$ cat config.mk
export PLATFORM = sky130hd
export DESIGN_NAME = sdfm_rd_sched
export DESIGN_NICKNAME = d
export VERILOG_FILES = /design/src/rtl/sdfm_pkg.sv /design/src/rtl/sdfm_wait_cnt.sv /design/src/rtl/sdfm_rd_sched.sv
export SDC_FILE = /design/constraint.sdc
export NUM_CORES = 1
export LEC_CHECK = 0
export ABC_AREA = 1
export BUFFER_PORTS_ARGS = -buffer_cell sky130_fd_sc_hd__buf_4
export CAP_MARGIN = 20
export CORE_UTILIZATION = 45
export DETAILED_ROUTE_END_ITERATION = 12
export PLACE_DENSITY = 0.75
export REMOVE_ABC_BUFFERS = 1
export SLEW_MARGIN = 10
export SYNTH_ARGS = -nofsm -noshare
export SYNTH_HDL_FRONTEND = slang
export SYNTH_SLANG_ARGS = --single-unit
$ cat constraint.sdc
create_clock -name SYSCLK -period 1.5 [get_ports SYSCLK]
set_input_delay 0 -clock SYSCLK [delete_from_list [all_inputs] [get_ports SYSCLK]]
set_output_delay 0 -clock SYSCLK [all_outputs]
set_load 0.01 [all_outputs]
$ cat src/rtl/sdfm_pkg.sv
// Shared definitions for the two-channel sigma-delta read scheduler:
// FSM encoding, channel count, default word width and channel decode helper.
package sdfm_pkg;

    localparam int NUM_CH     = 2;
    localparam int DW_DEFAULT = 32;
    localparam int CNT_W      = 8;

    typedef enum logic [1:0] {
        IDLE = 2'd0,
        RD   = 2'd1,
        CAP  = 2'd2,
        OUT  = 2'd3
    } state_t;

    function automatic logic [NUM_CH-1:0] ch_onehot(input logic ch);
        return ch ? 2'b10 : 2'b01;
    endfunction

endpackage

$ cat src/rtl/sdfm_wait_cnt.sv
// Per-channel wait counter with a sticky starvation flag. The counter runs while
// the channel requests without being served and saturates at WAIT_MAX.
module sdfm_wait_cnt
    import sdfm_pkg::*;
#(
    parameter int WAIT_MAX = 255
) (
    input  logic clk,
    input  logic rst_n,
    input  logic req,
    input  logic active,
    input  logic grant,
    input  logic stat_clr,
    output logic starve
);

    localparam logic [CNT_W-1:0] MAX = CNT_W'(WAIT_MAX);

    logic [CNT_W-1:0] cnt_q, cnt_d;
    logic             starve_q, starve_d;
    logic             set;

    always_comb begin
        cnt_d = cnt_q;
        set   = 1'b0;
        if (!req || grant) begin
            cnt_d = '0;
        end else if (!active) begin
            cnt_d = (cnt_q >= MAX) ? MAX : cnt_q + 1'b1;
            // Holds every cycle the channel keeps waiting at saturation, so a clear loses.
            set   = (cnt_d == MAX);
        end
        starve_d = set | (starve_q & ~stat_clr);
    end

    always_ff @(posedge clk) begin
        if (!rst_n) begin
            cnt_q    <= '0;
            starve_q <= 1'b0;
        end else begin
            cnt_q    <= cnt_d;
            starve_q <= starve_d;
        end
    end

    assign starve = starve_q;

endmodule

$ cat src/rtl/sdfm_rd_sched.sv
// Two-channel read scheduler: round-robin arbiter plus IDLE/RD/CAP/OUT FSM that
// strobes the granted channel FIFO, captures its word and holds it for the consumer.
module sdfm_rd_sched
    import sdfm_pkg::*;
#(
    parameter int DW       = DW_DEFAULT,
    parameter int WAIT_MAX = 255
) (
    input  logic                 SYSCLK,
    input  logic                 SYSRSTn,
    input  logic                 en,
    input  logic [NUM_CH-1:0]    req,
    input  logic [NUM_CH*DW-1:0] ch_data,
    output logic [NUM_CH-1:0]    fifo_rd,
    output logic [DW-1:0]        out_data,
    output logic                 out_ch,
    output logic                 out_valid,
    input  logic                 out_ready,
    output logic [NUM_CH-1:0]    starve,
    input  logic [NUM_CH-1:0]    stat_clr,
    output logic                 busy
);

    state_t              state_q, state_d;
    logic                grant_q, grant_d;
    logic                last_q, last_d;
    logic [NUM_CH-1:0]   fifo_rd_q, fifo_rd_d;
    logic [DW-1:0]       out_data_q, out_data_d;
    logic                out_ch_q, out_ch_d;
    logic                out_valid_q, out_valid_d;
    logic                busy_q, busy_d;
    logic                sel;
    logic                take;

    // On a tie the channel opposite the last-served one wins.
    assign sel = (req == 2'b11) ? ~last_q : req[1];

    always_comb begin
        state_d     = state_q;
        grant_d     = grant_q;
        last_d      = last_q;
        fifo_rd_d   = '0;
        out_data_d  = out_data_q;
        out_ch_d    = out_ch_q;
        out_valid_d = out_valid_q;
        take        = 1'b0;
        case (state_q)
            IDLE: begin
                if (en && req != '0) begin
                    take      = 1'b1;
                    grant_d   = sel;
                    last_d    = sel;
                    fifo_rd_d = ch_onehot(sel);
                    state_d   = RD;
                end
            end
            RD: state_d = CAP;
            CAP: begin
                out_data_d  = grant_q ? ch_data[2*DW-1:DW] : ch_data[DW-1:0];
                out_ch_d    = grant_q;
                out_valid_d = 1'b1;
                state_d     = OUT;
            end
            OUT: begin
                if (out_ready) begin
                    out_valid_d = 1'b0;
                    state_d     = IDLE;
                end
            end
            default: state_d = IDLE;
        endcase
        busy_d = (state_d != IDLE);
    end

    always_ff @(posedge SYSCLK) begin
        if (!SYSRSTn) begin
            state_q     <= IDLE;
            grant_q     <= 1'b0;
            last_q      <= 1'b1;
            fifo_rd_q   <= '0;
            out_data_q  <= '0;
            out_ch_q    <= 1'b0;
            out_valid_q <= 1'b0;
            busy_q      <= 1'b0;
        end else begin
            state_q     <= state_d;
            grant_q     <= grant_d;
            last_q      <= last_d;
            fifo_rd_q   <= fifo_rd_d;
            out_data_q  <= out_data_d;
            out_ch_q    <= out_ch_d;
            out_valid_q <= out_valid_d;
            busy_q      <= busy_d;
        end
    end

    for (genvar i = 0; i < NUM_CH; i++) begin : g_wait
        sdfm_wait_cnt #(.WAIT_MAX(WAIT_MAX)) u_wait (
            .clk      (SYSCLK),
            .rst_n    (SYSRSTn),
            .req      (req[i]),
            .active   ((state_q != IDLE) && (grant_q == 1'(i))),
            .grant    (take && (sel == 1'(i))),
            .stat_clr (stat_clr[i]),
            .starve   (starve[i])
        );
    end

    assign fifo_rd   = fifo_rd_q;
    assign out_data  = out_data_q;
    assign out_ch    = out_ch_q;
    assign out_valid = out_valid_q;
    assign busy      = busy_q;

endmodule

==> flow_metrics.env <==
export IMPL_synth_area_top_cells="dfxtp_1, a21oi_1, nand2_1"
export IMPL_drt_pass1_iter_count=5
export IMPL_remaining_drc_errors=0
export IMPL_yosysSeqAreaShare_pct=42.43
export IMPL_clkLatencyLatePin_ns=0.33
export IMPL_status="finished, final reports clean"
export IMPL_portBuffers=110
export IMPL_power_leakage_nw=2.059
export IMPL_cts_tree="done"
export IMPL_powerDensity_mw_per_mm2=934.7
export IMPL_via_per_inst=5.594
export IMPL_overflow=0
export IMPL_synth_compound_area_share_pct=26.07
export IMPL_numClockSinks=59
export IMPL_ios=111
export IMPL_core_sq_mm=0.005956
export IMPL_final_cell_count_no_fill=655
export IMPL_max_freq_mhz=685.5
export IMPL_syn_area_per_cell_sq_um=7.175
export IMPL_setup_viol=0
export IMPL_diodes=0
export IMPL_row_count=28
export IMPL_die_area_sq_mm=0.006505
export IMPL_vias=3664
export IMPL_worstPathMaxFanout=35
export IMPL_die_w_um=80.66
export IMPL_synth_top_family_by_area="compound AO/OA/AOI/OAI gates"
export IMPL_finClkSkew_ns=0.007685
export IMPL_finalHoldViolCount=0
export IMPL_grt_pass1_wl_um=16750
export IMPL_clock_root_buffer="clkbuf_8"
export IMPL_finalMaxSlewViolations=0
export IMPL_fin_crit_ns=1.459
export IMPL_start_kind="register"
export IMPL_area_growth_pct=68.05
export IMPL_htree_levels=3
export IMPL_dp_hpwl_um=5508
export IMPL_max_vdd_ir_drop_mv=0.7756
export IMPL_synth_mux_area_share_pct=0
export IMPL_yosys_warnings=0
export IMPL_critPathRequiredTime_ns=1.76
export IMPL_dp_cells=569
export IMPL_cts_buffers=9
export IMPL_rsz0062_at_grt="yes"
export IMPL_final_nets=650
export IMPL_grt_start_max_net_pins=36
export IMPL_critPathKind="register to register"
export IMPL_cp_slowest_cell="dfxtp_1"
export IMPL_yosys_area_share_adder_pct=0.8989
export IMPL_relSlewSlack_pct=71.23
export IMPL_netlist_area_sq_mm=0.002784
export IMPL_cp_slowest_stage_delay_ns=0.41
export IMPL_ys_types=28
export IMPL_netlist_instances=388
export IMPL_worstPathCellList="inv_2 -> nor2_4 -> buf_4 -> o21ai_0 -> a21oi_1"
export IMPL_ys_ff_latch=59
export IMPL_ant_nets=0
export IMPL_clk_path_buf_depth=2
export IMPL_initial_core_util_pct=46.74
export IMPL_synth_top_area_share_pct=42.43
export IMPL_track_usage_pct=34.56
export IMPL_clkTransAtPathRegs_ns=0.07
export IMPL_hold_ws_ns=0.01887
export IMPL_antenna_found_initial=0
export IMPL_drt_iter0_markers=312
export IMPL_yosys_area_share_simple_pct=22.38
export IMPL_wl_um=10870
export IMPL_grt_pass1_vias=3578
export IMPL_avgRoutedWirePerCell_um=16.60
export IMPL_crit_arrival_ns=1.71
export IMPL_cap_violations=0
export IMPL_endpoint_kind="register"
export IMPL_drive_gt1_share_pct=31.38
export IMPL_synth_xor_area_share_pct=0.3146
export IMPL_hp_class="input pin to register"
export IMPL_post_route_period_util_pct=97.25
export IMPL_yosys_area_top_type="dfxtp_1"
export IMPL_die_h_um=80.66
export IMPL_routabilityCongestion=0.8552
export IMPL_tightestPinTransition_ns=0.4270
path summary, 6_finish.rpt:
check                                from                 endpoint  slack [ns]  cells past startpoint
setup / recovery               state_q[1]             out_data[24]        0.04                      5
hold / removal                         en               fifo_rd[0]        0.02                      3
setup reg to reg               state_q[1]             out_data[24]        0.04                      5
hold reg to reg   g_wait[1].u_wait.starve  g_wait[1].u_wait.starve        0.47                      2
critical path, delay by kind of cell (launching register included):
kind | cells | cell delay [ns]
AOI/OAI and AO/OA | 2 | 0.45
buffers and inverters | 2 | 0.40
DFF | 1 | 0.41
and+or+nand+nor | 1 | 0.11
power by group:
| part | switching, mW | internal (mW) | total [mW] |
|---|---|---|---|
| Sequential | 0.0969 | 1.70 | 1.80 |
| Clock | 0.644 | 0.845 | 1.49 |
| Combinational | 0.556 | 0.531 | 1.09 |
| Total | 1.30 | 3.08 | 4.37 |
layer usage:
metal / part of all wire (%) / global-route usage [%]
met4: 6.6 / 21.96
met1: 37 / 38.19
met2: 47 / 56.19
met5: 0 / 0
met3: 9.2 / 11.93
cell families after synthesis:
group	count (synthesis)
and+or+nand+nor	138
AOI/OAI and AO/OA	137
DFF	59
buffers and inverters	51
adders and majority gates	2
xor gates and xnor gates	1
registers in the layout (all words and copies together) (netlist names):
signal / count
busy: 1
fifo_rd: 2
g_wait.u_wait.cnt_q: 16
g_wait.u_wait.starve: 2
grant_q: 1
last_q: 1
out_ch: 1
out_data: 32
out_valid: 1
state_q: 2
through the flow:
step           setup WS, ns  util [%]  total power, mW  area, sq um  setup TNS, ns
6_report            0.04130     78.55            4.373         4678              0
5_1_grt            -0.06372     78.55            4.537         4678       -0.09784
4_1_cts             0.01117     77.25            4.275         4601              0
3_5_place_dp        0.08465     62.61            2.659         3729              0
3_3_place_gp         0.1270     62.61            2.646         3729              0
2_1_floorplan       -0.5331         -            2.190         2684         -7.132
Yosys cell counts:
library cell and number:
buf_6 1, clkinv_1 1, a211oi_1 5, nand3_1 16
o21ai_0 45, buf_2 3, dfxtp_1 59, clkbuf_1 12
xor2_1 1, buf_4 2, a31oi_1 5, nor3_1 1
ha_1 2, nand2_2 5, inv_2 5, a21oi_2 4
nor2_4 3, nor2_2 6, o21ai_1 2, inv_1 26
clkbuf_8 1, nand3_4 2, nand2_1 81, a21oi_1 75
o221a_2 1, nor2_1 22, nand4_1 1, nand3b_1 1
placed cells by master, fill, tap and decap left out, types with 2 or more instances in the layout:
cell             n
inv_1           24
nand3_4          2
a211oi_1         4
nand3_1         15
dfxtp_1         55
clkbuf_8        11
a31oi_1          5
a21oi_2          3
ha_2             2
nor2_1          21
buf_4          128
nor2_4           4
o21ai_0         45
nor2_2           6
a21oi_1         75
dfxtp_2          4
nand2_2          4
nand2_1         81
clkinvlp_4       3
dlygate4sd3_1   67
inv_2            6
layout make-up:
type / count / area [sq um]
repair buffers: 196 / 1652
multi-input cells: 278 / 1421
fillers: 371 / 1277
flip-flops and latches: 59 / 1186
clock buffers: 11 / 151.4
inverters: 32 / 123.9
well taps: 75 / 93.84
clock inverters: 4 / 50.05
timing repair:
item	4_1_cts	5_1_grt
resized for setup	0	15
hold buffers	67	0
setup endpoints to repair	0	8
setup buffers	0	4
endpoints found under the hold margin	35	0
Note: power is estimated with default switching activity, not from simulation.
